$ cat config.mk
export PLATFORM = sky130hd
export DESIGN_NAME = ddr3_init_seq
export DESIGN_NICKNAME = d
export VERILOG_FILES = /design/src/rtl/ddr3_init_pkg.sv /design/src/rtl/ddr3_init_timer.sv /design/src/rtl/ddr3_init_seq.sv
export SDC_FILE = /design/constraint.sdc
export NUM_CORES = 1
export LEC_CHECK = 0
export BUFFER_PORTS_ARGS = -buffer_cell sky130_fd_sc_hd__buf_4
export CAP_MARGIN = 40
export CORE_AREA = 8 8 77 79
export CTS_BUF_LIST = sky130_fd_sc_hd__clkbuf_2 sky130_fd_sc_hd__clkbuf_4 sky130_fd_sc_hd__clkbuf_8
export CTS_CLUSTER_SIZE = 24
export DETAILED_ROUTE_END_ITERATION = 6
export DIE_AREA = 0 0 85 87
export GPL_TIMING_DRIVEN = 0
export PLACE_DENSITY = 0.68
export SYNTH_ARGS = -nofsm -noshare
export SYNTH_HDL_FRONTEND = slang
export SYNTH_SLANG_ARGS = --single-unit
$ cat constraint.sdc
create_clock -name clk -period 5.6 [get_ports clk]
set_clock_uncertainty 0.2 [all_clocks]
set_input_delay 1.12 -clock clk [delete_from_list [all_inputs] [get_ports clk]]
set_output_delay 1.12 -clock clk [all_outputs]
set_load 0.01 [all_outputs]
$ cat src/rtl/ddr3_init_pkg.sv
// Shared encodings for the DDR3 power-up sequencer: FSM states, command pin
// patterns {cs_n,ras_n,cas_n,we_n}, mode register indices and the ZQCL A10 bit.
package ddr3_init_pkg;

    localparam logic [3:0] ST_IDLE     = 4'd0;
    localparam logic [3:0] ST_RST_HOLD = 4'd1;
    localparam logic [3:0] ST_CKE_WAIT = 4'd2;
    localparam logic [3:0] ST_XPR      = 4'd3;
    localparam logic [3:0] ST_MRS2     = 4'd4;
    localparam logic [3:0] ST_MRS3     = 4'd5;
    localparam logic [3:0] ST_MRS1     = 4'd6;
    localparam logic [3:0] ST_MRS0     = 4'd7;
    localparam logic [3:0] ST_ZQCL     = 4'd8;
    localparam logic [3:0] ST_DONE     = 4'd9;

    localparam logic [3:0] CMD_DES  = 4'b1111;
    localparam logic [3:0] CMD_NOP  = 4'b0111;
    localparam logic [3:0] CMD_MRS  = 4'b0000;
    localparam logic [3:0] CMD_ZQCL = 4'b0110;

    localparam logic [2:0] MR0_IDX = 3'd0;
    localparam logic [2:0] MR1_IDX = 3'd1;
    localparam logic [2:0] MR2_IDX = 3'd2;
    localparam logic [2:0] MR3_IDX = 3'd3;

    localparam int ZQ_A10_BIT = 10;

    function automatic int max_int(input int a, input int b);
        return (a > b) ? a : b;
    endfunction

endpackage

$ cat src/rtl/ddr3_init_timer.sv
// Loadable down-counter for state durations; saturates at zero.
// Load wins over decrement; o_zero is combinational from the count register.
module ddr3_init_timer #(
    parameter int CW = 16
) (
    input  logic          clk,
    input  logic          rst,
    input  logic          i_load,
    input  logic [CW-1:0] i_load_val,
    output logic          o_zero
);

    logic [CW-1:0] r_cnt;

    always_ff @(posedge clk) begin
        if (rst) begin
            r_cnt <= '0;
        end else if (i_load) begin
            r_cnt <= i_load_val;
        end else if (r_cnt != '0) begin
            r_cnt <= r_cnt - 1'b1;
        end
    end

    assign o_zero = (r_cnt == '0);

endmodule

$ cat src/rtl/ddr3_init_seq.sv
// DDR3 JEDEC power-up sequencer: RESET#/CKE timing, MR2/MR3/MR1/MR0, ZQCL, tZQinit.
// Latency start->done = sum of phase lengths; no backpressure, init_start ignored while busy.
module ddr3_init_seq
    import ddr3_init_pkg::*;
#(
    parameter int MEM_A_WIDTH  = 15,
    parameter int T_RESET_CYC  = 20000,
    parameter int T_CKE_CYC    = 50000,
    parameter int T_XPR_CYC    = 27,
    parameter int T_MRD_CYC    = 4,
    parameter int T_MOD_CYC    = 12,
    parameter int T_ZQINIT_CYC = 512,
    parameter logic [MEM_A_WIDTH-1:0] MR0_VAL = '0,
    parameter logic [MEM_A_WIDTH-1:0] MR1_VAL = '0,
    parameter logic [MEM_A_WIDTH-1:0] MR2_VAL = '0,
    parameter logic [MEM_A_WIDTH-1:0] MR3_VAL = '0
) (
    input  logic                   clk,
    input  logic                   rst,
    input  logic                   init_start,
    output logic                   init_busy,
    output logic                   init_done,
    output logic                   mem_reset_n,
    output logic                   mem_cke,
    output logic                   mem_cs_n,
    output logic                   mem_ras_n,
    output logic                   mem_cas_n,
    output logic                   mem_we_n,
    output logic [MEM_A_WIDTH-1:0] mem_a,
    output logic [2:0]             mem_ba,
    output logic                   mem_odt
);

    localparam int T_MAX = max_int(max_int(max_int(T_RESET_CYC, T_CKE_CYC),
                                           max_int(T_XPR_CYC, T_MRD_CYC)),
                                   max_int(T_MOD_CYC, T_ZQINIT_CYC));
    localparam int CW = $clog2(T_MAX) + 1;

    logic [3:0]             r_state;
    logic [3:0]             w_next_state;
    logic                   w_enter;
    logic                   w_zero;
    logic [CW-1:0]          w_load_val;

    logic                   w_reset_n;
    logic                   w_cke;
    logic [3:0]             w_cmd;
    logic [MEM_A_WIDTH-1:0] w_a;
    logic [2:0]             w_ba;
    logic                   w_busy;
    logic                   w_done;

    logic                   r_reset_n;
    logic                   r_cke;
    logic [3:0]             r_cmd;
    logic [MEM_A_WIDTH-1:0] r_a;
    logic [2:0]             r_ba;
    logic                   r_busy;
    logic                   r_done;

    ddr3_init_timer #(.CW(CW)) u_timer (
        .clk        (clk),
        .rst        (rst),
        .i_load     (w_enter),
        .i_load_val (w_load_val),
        .o_zero     (w_zero)
    );

    // The timer holds N-1 on the first cycle of a state, so w_zero marks its last cycle.
    always_comb begin
        w_next_state = r_state;
        case (r_state)
            ST_IDLE, ST_DONE: if (init_start) w_next_state = ST_RST_HOLD;
            ST_RST_HOLD:      if (w_zero)     w_next_state = ST_CKE_WAIT;
            ST_CKE_WAIT:      if (w_zero)     w_next_state = ST_XPR;
            ST_XPR:           if (w_zero)     w_next_state = ST_MRS2;
            ST_MRS2:          if (w_zero)     w_next_state = ST_MRS3;
            ST_MRS3:          if (w_zero)     w_next_state = ST_MRS1;
            ST_MRS1:          if (w_zero)     w_next_state = ST_MRS0;
            ST_MRS0:          if (w_zero)     w_next_state = ST_ZQCL;
            ST_ZQCL:          if (w_zero)     w_next_state = ST_DONE;
            default:                          w_next_state = ST_IDLE;
        endcase
    end

    assign w_enter = (w_next_state != r_state);

    always_comb begin
        w_load_val = '0;
        case (w_next_state)
            ST_RST_HOLD: w_load_val = CW'(T_RESET_CYC - 1);
            ST_CKE_WAIT: w_load_val = CW'(T_CKE_CYC - 1);
            ST_XPR:      w_load_val = CW'(T_XPR_CYC - 1);
            ST_MRS2, ST_MRS3, ST_MRS1:
                         w_load_val = CW'(T_MRD_CYC - 1);
            ST_MRS0:     w_load_val = CW'(T_MOD_CYC - 1);
            ST_ZQCL:     w_load_val = CW'(T_ZQINIT_CYC - 1);
            default:     w_load_val = '0;
        endcase
    end

    // Pin values are decoded from the state being entered so they are registered
    // alongside the state; the MRS/ZQCL command only appears on the entry cycle.
    always_comb begin
        w_reset_n = 1'b1;
        w_cke     = 1'b1;
        w_cmd     = CMD_NOP;
        w_a       = '0;
        w_ba      = '0;
        w_busy    = 1'b1;
        w_done    = 1'b0;
        case (w_next_state)
            ST_IDLE: begin
                w_reset_n = 1'b0;
                w_cke     = 1'b0;
                w_cmd     = CMD_DES;
                w_busy    = 1'b0;
            end
            ST_RST_HOLD: begin
                w_reset_n = 1'b0;
                w_cke     = 1'b0;
                w_cmd     = CMD_DES;
            end
            ST_CKE_WAIT: begin
                w_cke = 1'b0;
                w_cmd = CMD_DES;
            end
            ST_MRS2: if (w_enter) begin w_cmd = CMD_MRS; w_ba = MR2_IDX; w_a = MR2_VAL; end
            ST_MRS3: if (w_enter) begin w_cmd = CMD_MRS; w_ba = MR3_IDX; w_a = MR3_VAL; end
            ST_MRS1: if (w_enter) begin w_cmd = CMD_MRS; w_ba = MR1_IDX; w_a = MR1_VAL; end
            ST_MRS0: if (w_enter) begin w_cmd = CMD_MRS; w_ba = MR0_IDX; w_a = MR0_VAL; end
            ST_ZQCL: if (w_enter) begin
                w_cmd             = CMD_ZQCL;
                w_a[ZQ_A10_BIT]   = 1'b1;
            end
            ST_DONE: begin
                w_busy = 1'b0;
                w_done = 1'b1;
            end
            default: ;
        endcase
    end

    always_ff @(posedge clk) begin
        if (rst) begin
            r_state   <= ST_IDLE;
            r_reset_n <= 1'b0;
            r_cke     <= 1'b0;
            r_cmd     <= CMD_DES;
            r_a       <= '0;
            r_ba      <= '0;
            r_busy    <= 1'b0;
            r_done    <= 1'b0;
        end else begin
            r_state   <= w_next_state;
            r_reset_n <= w_reset_n;
            r_cke     <= w_cke;
            r_cmd     <= w_cmd;
            r_a       <= w_a;
            r_ba      <= w_ba;
            r_busy    <= w_busy;
            r_done    <= w_done;
        end
    end

    assign init_busy   = r_busy;
    assign init_done   = r_done;
    assign mem_reset_n = r_reset_n;
    assign mem_cke     = r_cke;
    assign {mem_cs_n, mem_ras_n, mem_cas_n, mem_we_n} = r_cmd;
    assign mem_a       = r_a;
    assign mem_ba      = r_ba;
    assign mem_odt     = 1'b0;

endmodule
== Word-level counts from Yosys, hierarchy flattened ==
Memories as Yosys holds them, arrays and structs flattened.
Cells that the tools add are included.
Storage, ports and cells
  bits in registers: 47
  bits in latches: 0
  memory bits (writable): 0
  memory bits (read-only): 224
  input port bits: 3
  output and inout port bits: 27
  logic and storage cells: 66
  memories: 1
Operators by class
  add/subtract/negate cells: 1
  multipliers: 0
  div/mod/pow operators: 0
  $lt $le $gt $ge: 0
  equal/unequal tests: 18
  shifts and indexed selects: 0
  multiplexer cells: 24
  bitwise gates (word level): 1
  reductions and logical operators: 11
Memories
  (name not given): depth 16, width 14, rd ports 1, clocked after memory_dff 0, wr ports 0, line ddr3_init_seq.sv:90  | case (w_next_state)
Operators by type and width (number)
  two-way mux 4 bit: 9
  one-hot mux 4 bit (9 select lines): 1
  two-way mux 17 bit: 2
  equality test 4 x 3 -> 1 bit, second input constant: 8
  zero test 17 bit: 1
  nonzero test 17 bit: 1
  subtractor 17 x 1 -> 17 bit, second input constant: 1
  equality test 4 bit, second input constant: 4
  equality test 4 x 2 -> 1 bit, second input constant: 3
  one-hot mux 4 bit (3 select lines): 1
  equality test 4 x 1 -> 1 bit, second input constant: 2
  zero test 4 bit: 2
  OR reduction 2 bit: 4
  two-way mux 1 bit: 7
  one-hot mux 2 bit (3 select lines): 1
  two-way mux 2 bit: 2
  != test 4 bit: 1
  OR reduction 4 bit: 1
  two-way mux 3 bit: 1
  OR reduction 3 bit: 1
  nonzero test 2 bit: 1
  inverter 1 bit: 1

== Longest topological paths before layout ==
Gate-level depths: netlist of the first run.
  depth after elaboration: 6
  gate-level depth with buffers: 13
  depth with buffers taken out: 13

== Hierarchy ==
From an unflattened synthesis of the first run, not the netlist that was laid out.
Second synthesis, totals
  cells, all modules: 217
  area total of the unflattened synthesis: 1838.0 um2
By module, submodules not included
  ddr3_init_timer: instances 1, cells an instance 112, area each 930.9 um2, sequential area each 340.3 um2
  ddr3_init_seq: instances 1, cells an instance 105, area each 907.1 um2, sequential area each 280.3 um2

== Worst setup path after synthesis of the first run ==
No wires, ideal clock.
  path kind: reg2reg
  start: register u_timer.r_cnt[4]
  end: register r_cmd[2]
  setup time: 0.127 ns
  data arrival time: 3.260 ns
  required time: 5.273 ns
  path slack: 2.013 ns
  cell stages (with the launch flop): 11
  path buffers: 1
  clock period less this slack: 3.587 ns
  cell sequence: dfxtp_1 -> or4_4 -> or4_1 -> buf_6 -> nor2_2 -> o21ai_0 -> a211o_1 -> ha_1 -> or2_2 -> o21a_1 -> or3_1
On the way
  cells in the longest elaborated chain, start to end: 6
  elaborated cells on any way between the ends: 23
  classes of those cells: eq/ne: 8; mux: 11; reduce/logical: 4
Ends and longest elaborated chain
  from (decl): line ddr3_init_timer.sv:13  | logic [CW-1:0] r_cnt;
  from (signal assigned): line ddr3_init_timer.sv:19  | r_cnt <= i_load_val;
  from (signal assigned): line ddr3_init_timer.sv:21  | r_cnt <= r_cnt - 1'b1;
  zero test 17 bit *: line ddr3_init_timer.sv:25  | assign o_zero = (r_cnt == '0);
  two-way mux 4 bit (tied with other cells): line ddr3_init_seq.sv:81  | ST_ZQCL: if (w_zero) w_next_state = ST_DONE;
  one-hot mux 4 bit (9 select lines) *: line ddr3_init_seq.sv:72  | case (r_state)
  equality test 4 x 3 -> 1 bit (tied with other cells): line ddr3_init_seq.sv:112  | case (w_next_state)
  OR reduction 4 bit (no source line) (tied with other cells)
  one-hot mux 4 bit (3 select lines) *: line ddr3_init_seq.sv:112
  to (signal assigned): line ddr3_init_seq.sv:158  | r_cmd <= w_cmd;
  to (decl): line ddr3_init_seq.sv:55  | logic [3:0] r_cmd;
Mark *: on every way between the ends. The rest lies on a longest branch, timed or not.
A chain may end at the register's enable or synchronous reset.

== Worst setup path in the final report of the first run ==
  start: register u_timer.r_cnt[4]
  end: register r_cmd[2]
On the way
  cells in the longest elaborated chain, start to end: 6
  elaborated cells on any way between the ends: 23
  classes of those cells: eq/ne: 8; mux: 11; reduce/logical: 4
Ends and longest elaborated chain
  zero test 17 bit *: line ddr3_init_timer.sv:25
  two-way mux 4 bit (tied with other cells): line ddr3_init_seq.sv:81
  one-hot mux 4 bit (9 select lines) *: line ddr3_init_seq.sv:72
  via w_next_state[0]: line ddr3_init_seq.sv:40  | logic [3:0] w_next_state;
  equality test 4 x 3 -> 1 bit (tied with other cells): line ddr3_init_seq.sv:112
  OR reduction 4 bit (no source line) (tied with other cells)
  one-hot mux 4 bit (3 select lines) *: line ddr3_init_seq.sv:112
Mark *: on every way through the listed nets, which the timed path passes. The rest lies on a longest branch.

==> impl_metrics.ini, run 1 <==
[status]
status = finished, final reports clean

[clocking]
clock_latency_ns = 0.28
holdBufCountCts = 0
cts_resized = 0
cts_tree = yes
clockBufferDepth = 2
cts_root_buf = clkbuf_8
cts_made_buffers = 5
clock_sinks = 31
cts_setup_buffers = 0
ctsHtreeMaxLevel = 2
clkSlewWorstSetupHoldPaths_ns = 0.06

[global_routing]
grt_start_max_net_pins = 11
grt_util_met3 = 0.0283
grt_util_met2 = 0.169
grt-busiest-layer = met2
grt_pass1_wl_mm = 6.56
globalRouteTotalUtil = 0.110
grt_overflow = 0
antenna_found_initial = 0
grt_pass1_vias = 1373
met1_usage = 0.138

[logic_synthesis]
syn_area_mm2 = 0.00184
ys_async_sr_fraction = 0
synthFlopType = dfxtp_1
ys_seq_area_frac = 0.338
ys_seq_elements = 31
syn_area_per_cell_um2 = 8.74
synth_cell_types = 52
syn_inst = 210
synth_edf_count = 0
yosys_warnings = 0

[layout]
final_cell_mix = buf_4, dfxtp_1, nor2_1
areaGrowthSynthToFinish_pct = 17.0
fin_nets = 254
final_cell_count_no_fill = 301
seqCellArea_um2 = 621
layout-drive-gt1-share = 0.220
nFillCells = 479
antenna_cells = 0
multiInputGateArea_mm2 = 0.00106

[worst_hold_path]
min_path_type = reg -> reg

[critical_path]
crit_path_end_kind = flip-flop
critPathRequiredTime_ns = 5.56
critPathKind = reg -> reg
worstSetupStartpointType = flip-flop
crit_fanout = 5
cp.arrival_ns = 3.85

[place]
place_ws_ns = 1.76
port_buffers = 13
routabilityCongestion = 0.870
dp_cells = 294
hpwl_mm = 3.01

[detailed_routing]
wl_per_cell_um = 13.3
wirelength_mm = 4.00
drt_pass1_iterations = 4
vias_per_cell = 5.02
initialDrtViolationCount = 110
vias = 1512
route.detailed.drc = 0
postRouteAntennaNets = 0

[die]
core_mm2 = 0.00485
die_w_um = 85
boundaryPins = 30
dieArea_mm2 = 0.00740
die_h_um = 87
num_rows = 26
start_util = 0.379

[timing]
finalSetupTns_ns = 0
rsz0062_at_grt = no
finalCritPeriodShare = 0.694
period_needed_ns = 3.89
fmax_ghz = 0.257
timing.hold.ws_ns = 0.387
drv_slew = 0
tightest_slew_ns = 0.872
slew_headroom = 0.414
fin_ws_ns = 1.71
hold_viol_final = 0
setup_violations = 0

[pwr]
leakage_nw = 0.917
peakVddDrop_uv = 250
power_density_mw_per_mm2 = 373
finalPower_mw = 0.801

[job]
maxCapViolations = 0
-- worst paths after layout --
kind / start / end / slack, ns / cells after the start
max: u_timer.r_cnt[4]$_SDFFE_PP0P_ / r_cmd[2]$_SDFF_PP1_ / 1.71 / 10
min: u_timer.r_cnt[7]$_SDFFE_PP0P_ / u_timer.r_cnt[7]$_SDFFE_PP0P_ / 0.39 / 2
max reg2reg: u_timer.r_cnt[4]$_SDFFE_PP0P_ / r_cmd[2]$_SDFF_PP1_ / 1.71 / 10
min reg2reg: u_timer.r_cnt[7]$_SDFFE_PP0P_ / u_timer.r_cnt[7]$_SDFFE_PP0P_ / 0.39 / 2
-- state kept, by name, summed over array words and instances, names as in the netlist --
| register | flops |
|---|---|
| init_done | 1 |
| mem_cke | 1 |
| r_cmd | 3 |
| u_timer.r_cnt | 17 |
| mem_reset_n | 1 |
| r_state | 4 |
| init_busy | 1 |
| mem_a | 1 |
| mem_ba | 2 |
-- cell families (layout without fill, tap and decap cells) --
| group | count (synthesis) | in the layout | share of synthesized area |
|---|---|---|---|
| and+or+nand+nor | 82 | 82 | 0.240 |
| AOI/OAI and AO/OA | 42 | 42 | 0.177 |
| DFF | 31 | 31 | 0.338 |
| buffers and inverters | 30 | 50 | 0.114 |
| xor gates and xnor gates | 15 | 15 | 0.0716 |
| adders and majority gates | 6 | 6 | 0.0409 |
| muxes | 3 | 3 | 0.0170 |
| other | 1 | 16 | 0.00204 |
-- layer usage --
layer | wire, µm | vias to the layer above
li1 | - | 789
met1 | 1960 | 696
met2 | 1820 | 22
met3 | 143 | 5
met4 | 69 | 0
met5 | 0 | -
-- metrics by stage --
step,util,instance area (µm²)
floorplan,-,1890
global placement,0.425,2060
detailed placement,0.425,2060
CTS,0.443,2150
global route,0.443,2150
finish,0.443,2150
-- worst max-delay path, cell delays in order, from the launching register on --
cell     delay, ns
dfxtp_1       0.35
or4_4         0.57
nor4_1        0.68
nand3_1       0.28
a21oi_1       0.22
a211o_1       0.21
inv_1         0.09
ha_1          0.27
or2_2         0.34
o21a_1        0.19
or3_1         0.38
-- cells in the mapped netlist (2+ instances only) --
cell type  instances  share of area
o21a_1             2         0.0082
xnor2_1            9          0.043
or4_1              3          0.012
nand2b_1           3          0.010
mux2i_1            2          0.011
nand2_1           15          0.031
a221oi_1           2         0.0095
clkbuf_1           3         0.0061
a21oi_1            7          0.019
ha_1               6          0.041
buf_4             18          0.074
inv_1              5          0.010
and3b_1            2         0.0095
a21boi_0           2         0.0082
o31ai_1            6          0.025
dfxtp_1           31           0.34
xor2_1             6          0.029
nand3_1            8          0.022
and2b_2            2         0.0095
a211oi_1           7          0.029
nor3_1            12          0.033
nor2_1            19          0.039
clkbuf_8           2          0.015
or3_1              2         0.0068
o21ai_0            5          0.014
nor4_1             5          0.017
-- report_power, final --
part           total [mW]  switching [mW]  internal [mW]
clock network       0.176          0.0793         0.0962
logic               0.331           0.187          0.144
registers           0.294          0.0348          0.259
total               0.801           0.301          0.499
-- layout make-up --
cell class / instances / share of cell area
inverter: 5 / 0.00874
clock inverter: 1 / 0.00233
multi-input combinational: 164 / 0.495
buffer: 25 / 0.0886
clock buffer: 6 / 0.0385
sequential: 31 / 0.289
tap: 56 / 0.0326
timing repair buffer: 13 / 0.0455
(Power assumes the default switching activity.)
==> inputs of run 2 (changes only) <==
--- a/config.mk
+++ b/config.mk
@@ -13,7 +13,7 @@
 export DETAILED_ROUTE_END_ITERATION = 6
 export DIE_AREA = 0 0 85 87
 export GPL_TIMING_DRIVEN = 0
-export PLACE_DENSITY = 0.68
+export PLACE_DENSITY = 0.7
 export SYNTH_ARGS = -nofsm -noshare
 export SYNTH_HDL_FRONTEND = slang
 export SYNTH_SLANG_ARGS = --single-unit
==> constraint.sdc (replaced) <==
create_clock -name clk -period 3.55 [get_ports clk]
set_clock_uncertainty 0.2 [all_clocks]
set_input_delay 0.71 -clock clk [delete_from_list [all_inputs] [get_ports clk]]
set_output_delay 0.71 -clock clk [all_outputs]
set_load 0.01 [all_outputs]
==> run 2 against run 1 <==
Against the previous run: via count up 0.40%; critical path depth unchanged; sequential power up 60%; count of clock-buffer cells in the layout unchanged; register-to-register slack worse by 1.6 ns; worst hold slack better by 0.0024 ns; critical path type unchanged.
==> impl_metrics.ini, run 2 (synthesis gave the netlist of run 1 again) <==
[status]
status = finished, final reports clean

[critical_path]
crit_path_end_kind = flip-flop
cp-startpoint = u_timer.r_cnt[5]$_SDFFE_PP0P_
critical-path-top-delay-family = simple AND/OR/NAND/NOR gates
r2r_cells = 10
crit_buf_inv = 1
max_stage_delay_ns = 0.54
crit_chain = or4_4 > or4_1 > buf_6 > nor2_4 > o21ai_0 > a211o_1 > ha_4 > or2_4 > o21a_1 > or3_1
crit_fanout = 7
critPathRequiredTime_ns = 3.52
rr_startpoint = u_timer.r_cnt[5]$_SDFFE_PP0P_
cp_slowest_cell = or4_4
critPathKind = reg -> reg
cp.arrival_ns = 3.38
r2r-end = r_cmd[2]$_SDFF_PP1_
ff2ff_setup_slack_ns = 0.13
worstSetupStartpointType = flip-flop

[die]
dieArea_mm2 = 0.00740
start_util = 0.379
num_rows = 26
boundaryPins = 30
die_w_um = 85
die_h_um = 87
core_mm2 = 0.00485

[layout]
layout-drive-gt1-share = 0.255
largestRegisters = u_timer.r_cnt (17), r_state (4), r_cmd (3)
regMostFlops = u_timer.r_cnt
layout_commonest_cell = buf_4
antenna_cells = 0
final_util = 0.466
final_cell_mix = buf_4, dfxtp_1, nor2_1
largest_reg_flops = 17
design_area_mm2 = 0.00226
fin_nets = 259
areaGrowthSynthToFinish_pct = 23.0

[global_routing]
grt_pass1_vias = 1487
met1_usage = 0.132
globalRouteTotalUtil = 0.115
grt_overflow = 0
grt_pass1_wl_mm = 6.78
antenna_found_initial = 0
grt_util_met3 = 0.0292
grt_util_met2 = 0.184
grt-busiest-layer = met2
grt_start_max_net_pins = 11

[detailed_routing]
wirelength_mm = 4.16
route.detailed.drc = 0
vias = 1518
vias_per_cell = 4.94
drt_pass1_iterations = 4
wl_per_cell_um = 13.5
initialDrtViolationCount = 72
postRouteAntennaNets = 0

[pwr]
peakVddDrop_uv = 408
leakage_nw = 0.964
power_density_mw_per_mm2 = 622

[place]
place_ws_ns = -0.216
place_area_mm2 = 0.00206
port_buffers = 13
routabilityCongestion = 0.910
hpwl_mm = 3.01

[clocking]
cts_tree = yes
holdBufCountCts = 0
clockBufferDepth = 2
cts_root_buf = clkbuf_8
cts_made_buffers = 5
clkSlewWorstSetupHoldPaths_ns = 0.07
clock_latency_ns = 0.29
clock_sinks = 31
ctsHtreeMaxLevel = 2

[timing]
tightest_slew_ns = 0.706
timing.hold.ws_ns = 0.390
rsz0062_at_grt = no
drv_slew = 0
finalSetupTns_ns = 0
finalCritPeriodShare = 0.962
hold_viol_final = 0
slew_headroom = 0.528
period_needed_ns = 3.42
fin_ws_ns = 0.134
setup_violations = 0
fmax_ghz = 0.293

[worst_hold_path]
hold-path-endpoint = u_timer.r_cnt[7]$_SDFFE_PP0P_
hp-start = u_timer.r_cnt[7]$_SDFFE_PP0P_
hold_path_depth = 2
min_path_type = reg -> reg

[job]
maxCapViolations = 0
-- run 2: worst register-to-register path: cells and delay by family (launching register included) --
family | cells | cell delay (ns)
simple gates | 5 | 1.73
compound gates | 3 | 0.66
flops | 1 | 0.34
fa+ha+maj | 1 | 0.21
buf+inv | 1 | 0.16
-- run 2: power by group --
part	internal, mW	total (mW)	switching [mW]
clock	0.227	0.362	0.135
sequential	0.409	0.471	0.0615
combinational	0.260	0.572	0.312
-- run 2: layout make-up --
type,count,area (µm²)
buffer,25,190
clock inverter,2,35.0
clock buffer,6,82.6
inverter,5,18.8
multi-input combinational,164,1100
tap,56,70.1
timing repair buffer,18,135
fill,454,2590
sequential,31,622
-- run 2: per-layer routing --
layer | routed length, µm | vias to the layer above
li1 | - | 798
met1 | 1970 | 684
met2 | 1950 | 29
met3 | 146 | 7
met4 | 87 | 0
met5 | 0 | -
-- run 2: how the worst max path moves through the flow --
stage,end,cells past startpoint
after floorplan,r_cmd[2]$_SDFF_PP1_,10
after global placement,r_cmd[2]$_SDFF_PP1_,10
after detailed placement,r_cmd[2]$_SDFF_PP1_,10
after CTS,r_cmd[2]$_SDFF_PP1_,10
after global routing,u_timer.r_cnt[6]$_SDFFE_PP0P_,10
final,r_cmd[2]$_SDFF_PP1_,10
-- run 2: what timing repair did --
action,CTS,global route
gates resized for setup,2,5
setup buffers,2,3
endpoints found under the setup margin,4,3
pin swaps,2,2
-- run 2: stage by stage --
step / power [mW] / std cells
floorplan: 0.886 / 225
global placement: 0.985 / 294
detailed placement: 0.989 / 294
CTS: 1.37 / 304
global route: 1.50 / 307
finish: 1.41 / 307
==> inputs of run 3 (changes only) <==
--- a/config.mk
+++ b/config.mk
@@ -12,8 +12,9 @@
 export CTS_CLUSTER_SIZE = 24
 export DETAILED_ROUTE_END_ITERATION = 6
 export DIE_AREA = 0 0 85 87
-export GPL_TIMING_DRIVEN = 0
+export GPL_TIMING_DRIVEN = 1
 export PLACE_DENSITY = 0.7
+export REMOVE_ABC_BUFFERS = 1
 export SYNTH_ARGS = -nofsm -noshare
 export SYNTH_HDL_FRONTEND = slang
 export SYNTH_SLANG_ARGS = --single-unit
==> run 3 against run 2 <==
Against the previous run: via count shrank 2.1%; critical endpoint unchanged; power shrank 3.0%; fmax is essentially flat; clock power is essentially flat; highest routed layer unchanged; register-to-register slack is essentially flat; largest power group unchanged; global-route usage shrank 0.67 points; worst setup slack is essentially flat; count of clock-buffer cells in the layout is the same; die area is the same; combinational power shrank 7.2%; critical path depth shrank 1.
==> impl_metrics.ini, run 3 (synthesis gave the netlist of run 1 again) <==
[clocking]
clock_latency_ns = 0.29
cts_resized = 0
clock_sinks = 31
clockBufferDepth = 2
clkSlewWorstSetupHoldPaths_ns = 0.06
cts_setup_buffers = 0
cts_root_buf = clkbuf_8
ctsHtreeMaxLevel = 2
cts_made_buffers = 5
holdBufCountCts = 0
cts_tree = yes

[detailed_routing]
initialDrtViolationCount = 90
postRouteAntennaNets = 0
vias = 1486
drt-met1-wl_mm = 1.81
dr_wl_met3_um = 239
route.met2.wl_mm = 1.90
highest_layer = met4
drt_pass1_iterations = 4
wl_per_cell_um = 13.9
route.detailed.drc = 0
wirelength_mm = 3.99
vias_per_cell = 5.20

[timing]
timing.hold.ws_ns = 0.373
hold_viol_final = 0
fmax_ghz = 0.293
tightest_slew_ns = 0.744
finalCritPeriodShare = 0.962
drv_slew = 0
period_needed_ns = 3.42
rsz0062_at_grt = no
slew_headroom = 0.502
setup_violations = 0
finalSetupTns_ns = 0

[critical_path]
cp.arrival_ns = 3.38
critical-path-top-delay-family = simple AND/OR/NAND/NOR gates
max_stage_delay_ns = 0.59
cp_slowest_cell = or4_4
crit_buf_inv = 0
path_common_cell = or4_4
crit_chain = or4_4 > or4_4 > nor2_4 > o21ai_0 > a211o_1 > ha_1 > or2_2 > o21a_1 > or3_1
critPathKind = reg -> reg
critPathRequiredTime_ns = 3.52
crit_fanout = 5
crit_path_end_kind = flip-flop
worstSetupStartpointType = flip-flop

[layout]
largestRegisters = u_timer.r_cnt (17), r_state (4), r_cmd (3)
fin_nets = 238
regMostFlops = u_timer.r_cnt
final_cell_count_no_fill = 286
final_util = 0.427
antenna_cells = 0
design_area_mm2 = 0.00207
largest_reg_flops = 17
layout-drive-gt1-share = 0.191
areaGrowthSynthToFinish_pct = 12.7
layout_commonest_cell = dfxtp_1
final_cell_mix = dfxtp_1, buf_4, nor2_1

[pwr]
leakage_nw = 0.851
power_density_mw_per_mm2 = 658
power.internal_mw = 0.873
pwr-share-seq = 0.346
clock_power_share = 0.265
peakVddDrop_uv = 299
p_switching_mw = 0.490
pwr-share-comb = 0.389
swShare = 0.359

[place]
place_area_mm2 = 0.00194
dp_cells = 278
routabilityCongestion = 0.870
hpwl_mm = 2.97
port_buffers = 13

[die]
die_h_um = 87
die_w_um = 85
core_mm2 = 0.00485
boundaryPins = 30
num_rows = 26
dieArea_mm2 = 0.00740
start_util = 0.379

[global_routing]
antenna_found_initial = 0
grt_overflow = 0
globalRouteTotalUtil = 0.108
grt_pass1_wl_mm = 6.38
grt_pass1_vias = 1378
grt_start_max_net_pins = 21

[status]
status = finished, final reports clean

[worst_hold_path]
min_path_type = reg -> reg

[job]
maxCapViolations = 0
## run 3: changes by cell type in the layout (fill, tap and decap cells not counted), sizes merged
cell / change
buf: -16
clkbuf: -5
## run 3: power by group through the flow
stage,registers [mW],clock network (mW),logic (mW)
after CTS,0.467,0.365,0.516
after global placement,0.473,0,0.507
after floorplan,0.467,0,0.374
final,0.471,0.361,0.531
after detailed placement,0.474,0,0.510
after global routing,0.480,0.382,0.591
## run 3: path summary, 6_finish.rpt
kind                                      start                             to  slack [ns]  cells after the start
setup / recovery  u_timer.r_cnt[4]$_SDFFE_PP0P_            r_cmd[2]$_SDFF_PP1_        0.13                      9
hold / removal    u_timer.r_cnt[7]$_SDFFE_PP0P_  u_timer.r_cnt[7]$_SDFFE_PP0P_        0.37                      2
setup reg to reg  u_timer.r_cnt[4]$_SDFFE_PP0P_            r_cmd[2]$_SDFF_PP1_        0.13                      9
hold reg to reg   u_timer.r_cnt[7]$_SDFFE_PP0P_  u_timer.r_cnt[7]$_SDFFE_PP0P_        0.37                      2
## run 3: tightest hold or removal path: cells and delay by family (launching register included)
kind / cells / cell delay (ns)
XOR/XNOR: 1 / 0.12
AO/OA/AOI/OAI: 1 / 0.07
flip-flops: 1 / 0.34
## run 3: cell type report
cell class / count / area [µm²]
clock buffers: 6 / 82.6
clock inverters: 2 / 35.0
fillers: 472 / 2780
inverters: 5 / 18.8
multi-input cells: 164 / 1080
flip-flops and latches: 31 / 621
well taps: 56 / 70.1
repair buffers: 22 / 165
## run 3: metrics by stage
stage	total power, mW	worst slack [ns]
2_1_floorplan	0.841	-0.0626
3_3_place_gp	0.980	0.149
3_5_place_dp	0.985	0.0991
4_1_cts	1.35	0.0847
5_1_grt	1.45	0.0312
6_report	1.36	0.134
## run 3: per-layer routing
layer,vias to the layer above,track usage
met3,4,0.0368
met4,0,0.0469
met1,692,0.123
met2,34,0.180
li1,756,-
met5,-,0
